`src/rtl/demux13_stream_pkg.sv`:
```
// Shared constants for the 1-to-3 stream demultiplexer: select encodings and
// per-channel buffer depth.
package demux13_stream_pkg;

    localparam logic [1:0] SEL_CH0 = 2'b00;
    localparam logic [1:0] SEL_CH1 = 2'b01;
    localparam logic [1:0] SEL_CH2 = 2'b10;
    localparam logic [1:0] SEL_ILL = 2'b11;

    localparam int unsigned FIFO_DEPTH = 2;
    localparam int unsigned NUM_CH     = 3;

endpackage

```
`src/rtl/sync_fifo2.sv`:
```
// Two-entry synchronous FIFO with 1-bit wrapping pointers and an occupancy count.
// Push is ignored when full and pop is ignored when empty.
module sync_fifo2
    import demux13_stream_pkg::*;
#(
    parameter int unsigned DATA_WIDTH = 32
) (
    input  logic                  clk,
    input  logic                  rst,
    input  logic                  push,
    input  logic                  pop,
    input  logic [DATA_WIDTH-1:0] din,
    output logic [DATA_WIDTH-1:0] dout,
    output logic                  full,
    output logic                  empty
);

    localparam int unsigned CntW = $clog2(FIFO_DEPTH + 1);

    logic [DATA_WIDTH-1:0] mem_q [FIFO_DEPTH];
    logic [DATA_WIDTH-1:0] mem_d [FIFO_DEPTH];
    logic                  wr_ptr_q, wr_ptr_d;
    logic                  rd_ptr_q, rd_ptr_d;
    logic [CntW-1:0]       count_q, count_d;
    logic                  do_push, do_pop;

    assign full    = (count_q == CntW'(FIFO_DEPTH));
    assign empty   = (count_q == '0);
    assign dout    = mem_q[rd_ptr_q];
    assign do_push = push && !full;
    assign do_pop  = pop && !empty;

    always_comb begin
        mem_d    = mem_q;
        wr_ptr_d = wr_ptr_q;
        rd_ptr_d = rd_ptr_q;
        count_d  = count_q;
        if (do_push) begin
            mem_d[wr_ptr_q] = din;
            wr_ptr_d        = ~wr_ptr_q;
        end
        if (do_pop) begin
            rd_ptr_d = ~rd_ptr_q;
        end
        // Simultaneous push and pop leaves the occupancy unchanged.
        if (do_push && !do_pop) begin
            count_d = count_q + 1'b1;
        end else if (do_pop && !do_push) begin
            count_d = count_q - 1'b1;
        end
    end

    always_ff @(posedge clk) begin
        if (rst) begin
            mem_q    <= '{default: '0};
            wr_ptr_q <= 1'b0;
            rd_ptr_q <= 1'b0;
            count_q  <= '0;
        end else begin
            mem_q    <= mem_d;
            wr_ptr_q <= wr_ptr_d;
            rd_ptr_q <= rd_ptr_d;
            count_q  <= count_d;
        end
    end

endmodule

```
`src/rtl/demux13_stream.sv`:
```
// Routes a valid/ready input stream to one of three buffered output channels;
// words with the illegal select are accepted, dropped and counted.
module demux13_stream
    import demux13_stream_pkg::*;
#(
    parameter int unsigned DATA_WIDTH = 32
) (
    input  logic                  clk,
    input  logic                  rst,
    input  logic                  in_valid,
    output logic                  in_ready,
    input  logic [DATA_WIDTH-1:0] in_data,
    input  logic [1:0]            in_sel,
    output logic [2:0]            out_valid,
    input  logic [2:0]            out_ready,
    output logic [DATA_WIDTH-1:0] out_data0,
    output logic [DATA_WIDTH-1:0] out_data1,
    output logic [DATA_WIDTH-1:0] out_data2,
    output logic                  err,
    output logic [7:0]            err_cnt
);

    logic [NUM_CH-1:0]     full_w;
    logic [NUM_CH-1:0]     empty_w;
    logic [NUM_CH-1:0]     push_w;
    logic [DATA_WIDTH-1:0] dout_w [NUM_CH];
    logic                  accept;
    logic                  err_q, err_d;
    logic [7:0]            err_cnt_q, err_cnt_d;

    // Readiness depends only on stored occupancy, never on out_ready.
    always_comb begin
        in_ready = 1'b0;
        if (!rst) begin
            case (in_sel)
                SEL_CH0: in_ready = !full_w[0];
                SEL_CH1: in_ready = !full_w[1];
                SEL_CH2: in_ready = !full_w[2];
                default: in_ready = 1'b1;
            endcase
        end
    end

    assign accept = in_valid && in_ready;

    for (genvar g = 0; g < NUM_CH; g++) begin : g_ch
        assign push_w[g] = accept && (in_sel == 2'(g));

        sync_fifo2 #(
            .DATA_WIDTH(DATA_WIDTH)
        ) u_fifo (
            .clk  (clk),
            .rst  (rst),
            .push (push_w[g]),
            .pop  (out_ready[g]),
            .din  (in_data),
            .dout (dout_w[g]),
            .full (full_w[g]),
            .empty(empty_w[g])
        );
    end

    assign out_valid = ~empty_w;
    assign out_data0 = dout_w[0];
    assign out_data1 = dout_w[1];
    assign out_data2 = dout_w[2];

    always_comb begin
        err_d     = accept && (in_sel == SEL_ILL);
        err_cnt_d = err_cnt_q;
        if (err_d && (err_cnt_q != 8'hFF)) begin
            err_cnt_d = err_cnt_q + 8'd1;
        end
    end

    always_ff @(posedge clk) begin
        if (rst) begin
            err_q     <= 1'b0;
            err_cnt_q <= 8'd0;
        end else begin
            err_q     <= err_d;
            err_cnt_q <= err_cnt_d;
        end
    end

    assign err     = err_q;
    assign err_cnt = err_cnt_q;

endmodule

```
`config.mk`:
```
export PLATFORM = sky130hd
export DESIGN_NAME = demux13_stream
export DESIGN_NICKNAME = d
export VERILOG_FILES = /design/src/rtl/demux13_stream_pkg.sv /design/src/rtl/sync_fifo2.sv /design/src/rtl/demux13_stream.sv
export SDC_FILE = /design/constraint.sdc
export NUM_CORES = 1
export LEC_CHECK = 0
export CELL_PAD_IN_SITES_DETAIL_PLACEMENT = 1
export CELL_PAD_IN_SITES_GLOBAL_PLACEMENT = 1
export CORE_ASPECT_RATIO = 0.75
export CORE_MARGIN = 2
export CORE_UTILIZATION = 30
export DETAILED_ROUTE_END_ITERATION = 6
export GPL_TIMING_DRIVEN = 0
export PLACE_DENSITY = 0.61
export SYNTH_ARGS = -nofsm -noshare
export SYNTH_HDL_FRONTEND = slang
export SYNTH_SLANG_ARGS = --single-unit
```
`constraint.sdc`:
```
create_clock -name clk -period 2.1 [get_ports clk]
set_input_delay 0.315 -clock clk [delete_from_list [all_inputs] [get_ports clk]]
set_output_delay 0.315 -clock clk [all_outputs]
set_load 0.02 [all_outputs]
```
==> flow_metrics.tcl, run 1 <==
set metrics [dict create \
    async_reset_ff_share_pct 0 \
    drc 0 \
    criticalPathCategory "reg -> out" \
    synthTopCellsByArea "dfxtp_1 47%, nand2_1 14%, mux2_2 12%" \
    grt_max_degree 20 \
    hold_violations 0 \
    pin_count 149 \
    status "finished, final reports clean" \
    cts_buffers 24 \
    dp_hpwl_mm 21.9 \
    synth-main-ff-cell "dfxtp_1" \
    clkSinkCount 213 \
    startpoint_type "flop" \
    grt_antenna_before_repair 1 \
    synth.distinct_cells 42 \
    final.setup_skew_ps 17.1 \
    finalSetupViolCount 0 \
    drt-initial-drc-count 286 \
    grt_pass1_vias 8006 \
    wl_mm 30.8 \
    seq_area_frac_synth_pct 47.4 \
    drv_slew 0 \
    worstPathArrival_ps 1760 \
    wl_per_cell_um 19.1 \
    period_needed_ps 2080 \
    num_rows 54 \
    synth_largest_area_cell "dfxtp_1" \
    grt_overflow 0 \
    rsz0062_at_grt "yes" \
    max_slew_margin_pct 43.9 \
    syn_avg_cell_area_um2 8.78 \
    fin_setup_tns_ps 0 \
    p_total_mw 10.6 \
    port_buffers 147 \
    end_kind "output port" \
    ys_seq_elements 213 \
    clkLatencyLatePin_ps 520 \
    vias 7675 \
    die_x_um 204 \
    coreArea_um2 29300 \
    ir_worst_vdd_mv 0.471 \
    required_ps 1780 \
    hp-class "in -> reg" \
    synth_warnings 0 \
    synth_common_cells "326 x nand2_1, 213 x dfxtp_1, 143 x a21oi_1" \
    max_freq_mhz 481 \
    nNetsFinal 1250 \
    worstMarginPinSlew_ps 841 \
    min_period_over_period_pct 99.0 \
    drive_gt1_share_pct 25.5 \
    start_util_pct 30.7 \
    cp_max_fo 10 \
    syn_to_final_growth_pct 31.3 \
    cts-root-buf "clkbuf_16" \
    h-tree-depth 1 \
    postSynthNetCount 1069 \
    vias_per_cell 4.75 \
    grt_pass1_wl_mm 47.3 \
    yosysMostFrequentCell "nand2_1" \
    drt_first_pass_iters 4 \
    clk_pin_slew_ps 60 \
    synth_cells 1025 \
    syn_area_um2 8990 \
    holdPathStages 4 \
    leakage_nw 4.67 \
    synth_edf_count 0 \
    grt_use_total_pct 19.4 \
    place_congestion 0.767 \
    cap_violations 0 \
    reg2regPathDepth 5 \
    cts_tree "built" \
    powerDensity_nw_per_um2 897 \
    ant_nets 0 \
    cts_buffer_depth 3 \
    synth_top_area_share_pct 47.4 \
    die_h_um 154 \
    die_area_um2 31400 \
]
-- cell type report --
| cell class | count | area (µm²) |
|---|---|---|
| fill | 3450 | 17500 |
| multi-input combinational | 737 | 4400 |
| sequential | 213 | 4280 |
| timing repair buffer | 159 | 1330 |
| clock buffer | 35 | 723 |
| buffer | 69 | 547 |
| tap | 392 | 490 |
| clock inverter | 7 | 37.5 |
| inverter | 2 | 7.51 |
| antenna | 1 | 2.50 |
-- metal layers --
layer / GRT usage (%) / vias up / part of all wire (%)
met4: 3.59 / 0 / 1.6
li1: - / 3768 / -
met1: 27.8 / 3730 / 49
met3: 3.01 / 36 / 4.4
met2: 31.1 / 141 / 45
met5: 0 / - / 0
-- kinds of logic after synthesis --
group	synth area share, %
flops	47.4
mux	16.0
simple gates	19.8
fa+ha+maj	0.556
buf+inv	4.20
compound gates	10.6
xor+xnor	1.46
-- worst max-delay path: stages (launching register included) --
cell	delay [ps]
dfxtp_4	420
clkbuf_16	200
mux2_2	350
clkdlybuf4s15_2	260
-- layout by cell type, fill, tap and decap left out, types with 4 or more instances in the layout --
cell type	count
a21oi_1	143
buf_2	65
o21ai_0	4
nand2_1	326
clkbuf_8	8
buf_4	15
clkdlybuf4s15_1	8
a21oi_2	21
nor2_1	49
ha_1	4
buf_6	13
mux2_4	6
clkbuf_1	36
mux2_2	90
dfxtp_1	206
mux2i_1	35
dfxtp_2	4
clkbuf_16	35
xor2_1	13
clkdlybuf4s50_1	48
nand2b_1	4
clkinv_2	6
clkbuf_2	8
dlygate4sd2_1	6
clkdlybuf4s15_2	18
-- flip-flops by register name, indices dropped and copies added (netlist names) --
register and cells:
err_cnt 8, err 1, g_ch.u_fifo.rd_ptr_q 3, g_ch.u_fifo.mem_q 192, g_ch.u_fifo.count_q 6, g_ch.u_fifo.wr_ptr_q 3
-- power breakdown --
part	internal [mW]	switching [mW]	total [mW]
combinational	1.05	1.08	2.13
clock	2.37	1.73	4.10
sequential	4.19	0.175	4.36
-- final timing paths --
kind | startpoint | end | slack [ps]
setup reg to reg | g_ch[1].u_fifo.count_q[0]$_SDFFE_PP0P_ | g_ch[1].u_fifo.mem_q[43]$_SDFFE_PP0P_ | 220
hold reg to reg | g_ch[0].u_fifo.mem_q[39]$_SDFFE_PP0P_ | g_ch[0].u_fifo.mem_q[39]$_SDFFE_PP0P_ | 450
hold / removal | in_sel[1] | g_ch[0].u_fifo.mem_q[63]$_SDFFE_PP0P_ | 200
setup / recovery | g_ch[0].u_fifo.rd_ptr_q$_SDFFE_PP0P_ | out_data0[1] | 20
-- per-stage QoR --
stage	worst slack (ps)	util [%]	hold WS, ps	area (µm²)	std cells
after floorplan	415	-	433	8990	1025
after global placement	-625	37.4	438	11000	1564
after detailed placement	-679	37.4	447	11000	1564
after CTS	-86.1	40.1	189	11800	1610
after global routing	-13.5	40.3	211	11800	1615
final	20.5	40.3	201	11800	1615
-- repair_timing --
action | 4_1_cts | 5_1_grt
setup buffers | 5 | 4
pin swaps | 1 | 2
gates cloned | 3 | 0
setup endpoints to repair | 97 | 46
gates resized for setup | 361 | 43
endpoints found under the hold margin | 0 | 0
hold buffers | 0 | 0
Note: power is estimated with default switching activity, not from simulation.
==> inputs of run 2 (changes only) <==
--- a/config.mk
+++ b/config.mk
@@ -5,6 +5,7 @@
 export SDC_FILE = /design/constraint.sdc
 export NUM_CORES = 1
 export LEC_CHECK = 0
+export CAP_MARGIN = 5
 export CELL_PAD_IN_SITES_DETAIL_PLACEMENT = 1
 export CELL_PAD_IN_SITES_GLOBAL_PLACEMENT = 1
 export CORE_ASPECT_RATIO = 0.75
==> results of run 2 <==
The final DEF is identical to that of run 1; final timing and power are the same.
==> edit 1: new RTL, config.mk and constraints of run 2 <==
`FIFO_DEPTH`: 2 -> 8.
--- a/src/rtl/demux13_stream_pkg.sv
+++ b/src/rtl/demux13_stream_pkg.sv
@@ -9,3 +9,3 @@
 
-    localparam int unsigned FIFO_DEPTH = 2;
+    localparam int unsigned FIFO_DEPTH = 8;
     localparam int unsigned NUM_CH     = 3;
Behaviour: not the same (a bounded check fails within 4 cycles, from zero or initial values and one cycle with rst high).
==> edit 1 against run 2 <==
- the flow now finishes with violations (negative setup slack)
- sequential cell count increased by 6
- critical path type is now reg -> reg
- critical endpoint is now g_ch[1].u_fifo.count_q[3]$_SDFFE_PP0P_
- core utilization up 1.8 points
- routed wire length up 12%
- non-clock buffer count grew 44
- cell area increased by 7.8%
- power grew 19%
- largest cell class unchanged
- setup slack lost 0.36 ns
- synthesized area is 3.1% higher
==> edit 1: results <==
cells_and_area:
  layout-drive-gt1-share_pct: 27.5
  final_nets: 1383
  diodes: 0
  fillers: 3563
power_and_ir_drop:
  comb_power_mw: 3.64
  p_seq_share_pct: 37.1
  swShare_pct: 30.3
  max-vdd-ir-drop_uv: 664
  leakage_nw: 4.81
detailed_routing:
  wl_met1_mm: 17.0
  wl_met3_mm: 1.15
  wl_met2_mm: 15.9
  wirelength_mm: 34.5
  via_per_inst: 4.91
status:
  outcome: "finished with violations"
  violations: "negative setup slack"
logic_synthesis:
  synthTopCellsByArea: "dfxtp_1, nand2_1, mux2_2"
  ys_top_cells_by_count: "nand2_1, dfxtp_1, a21oi_1, mux2_2, clkbuf_1"
  synth_fa_ha_area_share_pct: 2.00
  synthXorXnorAreaFrac_pct: 1.23
  syn_nets: 1169
  synth_seq_area_share_pct: 47.3
  synthMuxAreaShare_pct: 12.6
  ys_types: 40
setup_path:
  crit_family: "simple AND/OR/NAND/NOR gates"
  crit_fanout: 4
  max_stage_delay_ns: 0.56
  crit_type: "reg -> reg"
  cp.arrival_ns: 2.85
  ff2ff_path_depth: 9
  cpMaxStageDelayCell: "or4b_4"
  reg2reg_to: "g_ch[1].u_fifo.count_q[3]$_SDFFE_PP0P_"
grt:
  grt_pass1_wl_mm: 52.7
  use_met1_pct: 29.8
  use_met3_pct: 2.57
  grt_max_degree: 13
  grt_pass1_vias: 8904
  grt.total_usage_pct: 21.0
  grt_use_met2_pct: 34.5
  antenna_found_initial: 0
worst_hold_path:
  hold_end: "g_ch[2].u_fifo.mem_q[208]$_SDFFE_PP0P_"
  min_from: "g_ch[2].u_fifo.mem_q[208]$_SDFFE_PP0P_"
  hp-class: "reg -> reg"
  whs_path_depth: 2
placement:
  gp_congestion: 0.785
  dp_slack_ns: -1.01
  dpl.hpwl_mm: 24.7
sta:
  max_freq_mhz: 410
  setup-violations-final: 8
  max_slew_margin_pct: 51.2
  worst_slack_ns: -0.337
clock_network:
  numCtsBuffers: 25
[edit 1: cell count changes after synthesis, moves of 6 or more]
| cell | run 2 | this run |
|---|---|---|
| nand2_1 | 326 | 389 |
| a21oi_1 | 143 | 201 |
| mux2i_1 | 35 | 5 |
| a21oi_2 | 21 | 0 |
| nor2_1 | 49 | 28 |
| buf_2 | 17 | 36 |
| buf_6 | 10 | 0 |
| a31oi_1 | 0 | 6 |
| dfxtp_1 | 213 | 219 |
| ha_1 | 4 | 10 |
[edit 1: worst max path at each step]
stage,from,end,slack (ns),depth (start not counted)
finish,g_ch[1].u_fifo.count_q[2]$_SDFFE_PP0P_,g_ch[1].u_fifo.count_q[3]$_SDFFE_PP0P_,-0.34,9
global route,g_ch[1].u_fifo.count_q[2]$_SDFFE_PP0P_,g_ch[1].u_fifo.count_q[3]$_SDFFE_PP0P_,-0.39,9
CTS,g_ch[1].u_fifo.count_q[1]$_SDFFE_PP0P_,g_ch[1].u_fifo.count_q[3]$_SDFFE_PP0P_,-0.32,9
detailed placement,in_sel[0],g_ch[1].u_fifo.count_q[3]$_SDFFE_PP0P_,-1.01,10
global placement,rst,g_ch[2].u_fifo.count_q[3]$_SDFFE_PP0P_,-0.97,11
floorplan,g_ch[1].u_fifo.count_q[2]$_SDFFE_PP0P_,g_ch[1].u_fifo.count_q[3]$_SDFFE_PP0P_,-0.23,9
[edit 1: area by class of cell]
cell class                      count  area, um^2  area share (%)
Buffer                             76         573            4.50
Clock buffer                       34         669            5.26
Clock inverter                     12         114           0.894
Inverter                            3        21.3           0.167
Multi-Input combinational cell    809        4850            38.1
Sequential cell                   219        4420            34.7
Tap cell                          399         499            3.92
Timing Repair Buffer              196        1580            12.4
[edit 1: cells by family after synthesis]
family | after synthesis
simple gates | 461
xor+xnor | 13
compound gates | 218
buf+inv | 88
fa+ha+maj | 13
flops | 219
mux | 104
[edit 1: metrics by stage]
step	TNS [ns]	power, mW	cells	hold slack [ns]	area [um^2]
CTS	-1.48	12.2	1738	0.453	12500
global placement	-125.55	7.26	1663	0.437	11400
floorplan	-0.525	6.36	1116	0.433	9420
global route	-2.47	13.1	1748	0.470	12700
finish	-1.76	12.6	1748	0.451	12700
detailed placement	-138.05	7.32	1663	0.445	11400
[edit 1: worst register-to-register path, delay by kind of cell, from the launching register on]
kind	cells	cell delay, ns
DFF	1	0.36
AOI/OAI and AO/OA	3	0.37
and+or+nand+nor	2	0.79
buffers and inverters	1	0.07
muxes	1	0.36
adders and majority gates	2	0.38
[edit 1: what timing repair did]
item                       4_1_cts  5_1_grt
gates cloned                     0        2
resized for setup              357      106
hold buffers                     0        0
setup endpoints to repair      186      175
pin swaps                       21       13
buffers inserted                33       13
==> edit 2: new RTL, config.mk and constraints of run 2 <==
Without the edit above. Remove the register `err_q`: a continuous assignment takes its place, so the output `err` follows one clock earlier.
--- a/src/rtl/demux13_stream.sv
+++ b/src/rtl/demux13_stream.sv
@@ -77,6 +77,4 @@
         if (rst) begin
-            err_q     <= 1'b0;
             err_cnt_q <= 8'd0;
         end else begin
-            err_q     <= err_d;
             err_cnt_q <= err_cnt_d;
@@ -84,2 +82,4 @@
     end
+
+    assign err_q = err_d;
 
Formal check against the unedited RTL: not equivalent (a bounded check fails within 4 cycles, from zero or initial values and one cycle with rst high).
==> edit 2 against run 2 <==
- sequential share of layout area is 0.27 points higher
- sequential cell count is 1 lower
- non-clock buffer count is 3 lower
- cell area is 1.3% lower
- via count is 2.9% lower
- cell count is 2.6% lower
- power is 3.3% lower
- setup slack better by 0.032 ns
- synthesized cell count is 3.5% lower
- routed wire length is 5.5% lower
- synthesized area is 2.1% lower
- largest cell class is now registers
- largest power group unchanged
==> edit 2: results <==
status:
  outcome: "finished, final reports clean"
logic_synthesis:
  synthTopCellsByArea: "dfxtp_1, mux2_2, nand2_1"
  synth_seq_area_share_pct: 48.2
  synth_area_per_cell_um2: 8.91
sta:
  max_slew_margin_pct: 47.2
power_and_ir_drop:
  max-vdd-ir-drop_uv: 438
  leakage_nw: 4.88
worst_hold_path:
  min_from: "g_ch[2].u_fifo.mem_q[44]$_SDFFE_PP0P_"
  hold_end: "g_ch[2].u_fifo.mem_q[44]$_SDFFE_PP0P_"
  hp-class: "reg -> reg"
cells_and_area:
  buffer_area_share_pct: 16.5
  fillers: 3348
  final_nets: 1211
  final-clk-cell-share_pct: 6.31
  nNonClkInverters: 1
  syn_to_final_growth_pct: 32.3
  seq-cell-share_pct: 36.5
clock_network:
  post-cts-setup-buffer-count: 1
  numCtsBuffers: 23
  cts-resized-gates: 286
grt:
  use_met1_pct: 27.1
  grt_pass1_wl_mm: 45.1
  use_met3_pct: 2.82
detailed_routing:
  wl_met1_mm: 14.5
  wl_met2_mm: 12.9
  wl_met3_mm: 1.25
  vias: 7449
placement:
  dpl.hpwl_mm: 20.8
  io_buffers: 148
  dp_cells: 1529
  gp_congestion: 0.761
  dp_slack_ns: -0.576
setup_path:
  ff2ff_path_depth: 6
  cp.arrival_ns: 1.73
  reg2reg_to: "g_ch[1].u_fifo.mem_q[47]$_SDFFE_PP0P_"
[edit 2: changes by cell type after synthesis, moves of 3 or more]
| cell | change |
|---|---|
| nand2_1 | -65 |
| nor4b_4 | -3 |
| a21oi_2 | -20 |
| clkbuf_1 | +4 |
| a21oi_1 | -10 |
| mux2i_1 | +31 |
| buf_6 | -4 |
| nor2_1 | +31 |
[edit 2: report_power, final]
part	switching (mW)	internal, mW	total (mW)
clock network	1.66	2.39	4.05
registers	0.139	4.16	4.30
logic	0.994	0.909	1.90
[edit 2: cell families after synthesis]
family          Yosys count  share of synthesized area [%]
simple gates            380                           17.8
flops                   212                           48.2
mux                     163                           19.9
compound gates          142                           8.20
buf+inv                  73                           3.88
xor+xnor                 15                           1.49
fa+ha+maj                 4                          0.568
[edit 2: worst max-delay path, cell delays in order (launching register included)]
cell and delay (ns):
dfxtp_4 0.42, clkbuf_16 0.20, mux2_2 0.34, clkdlybuf4s15_2 0.25
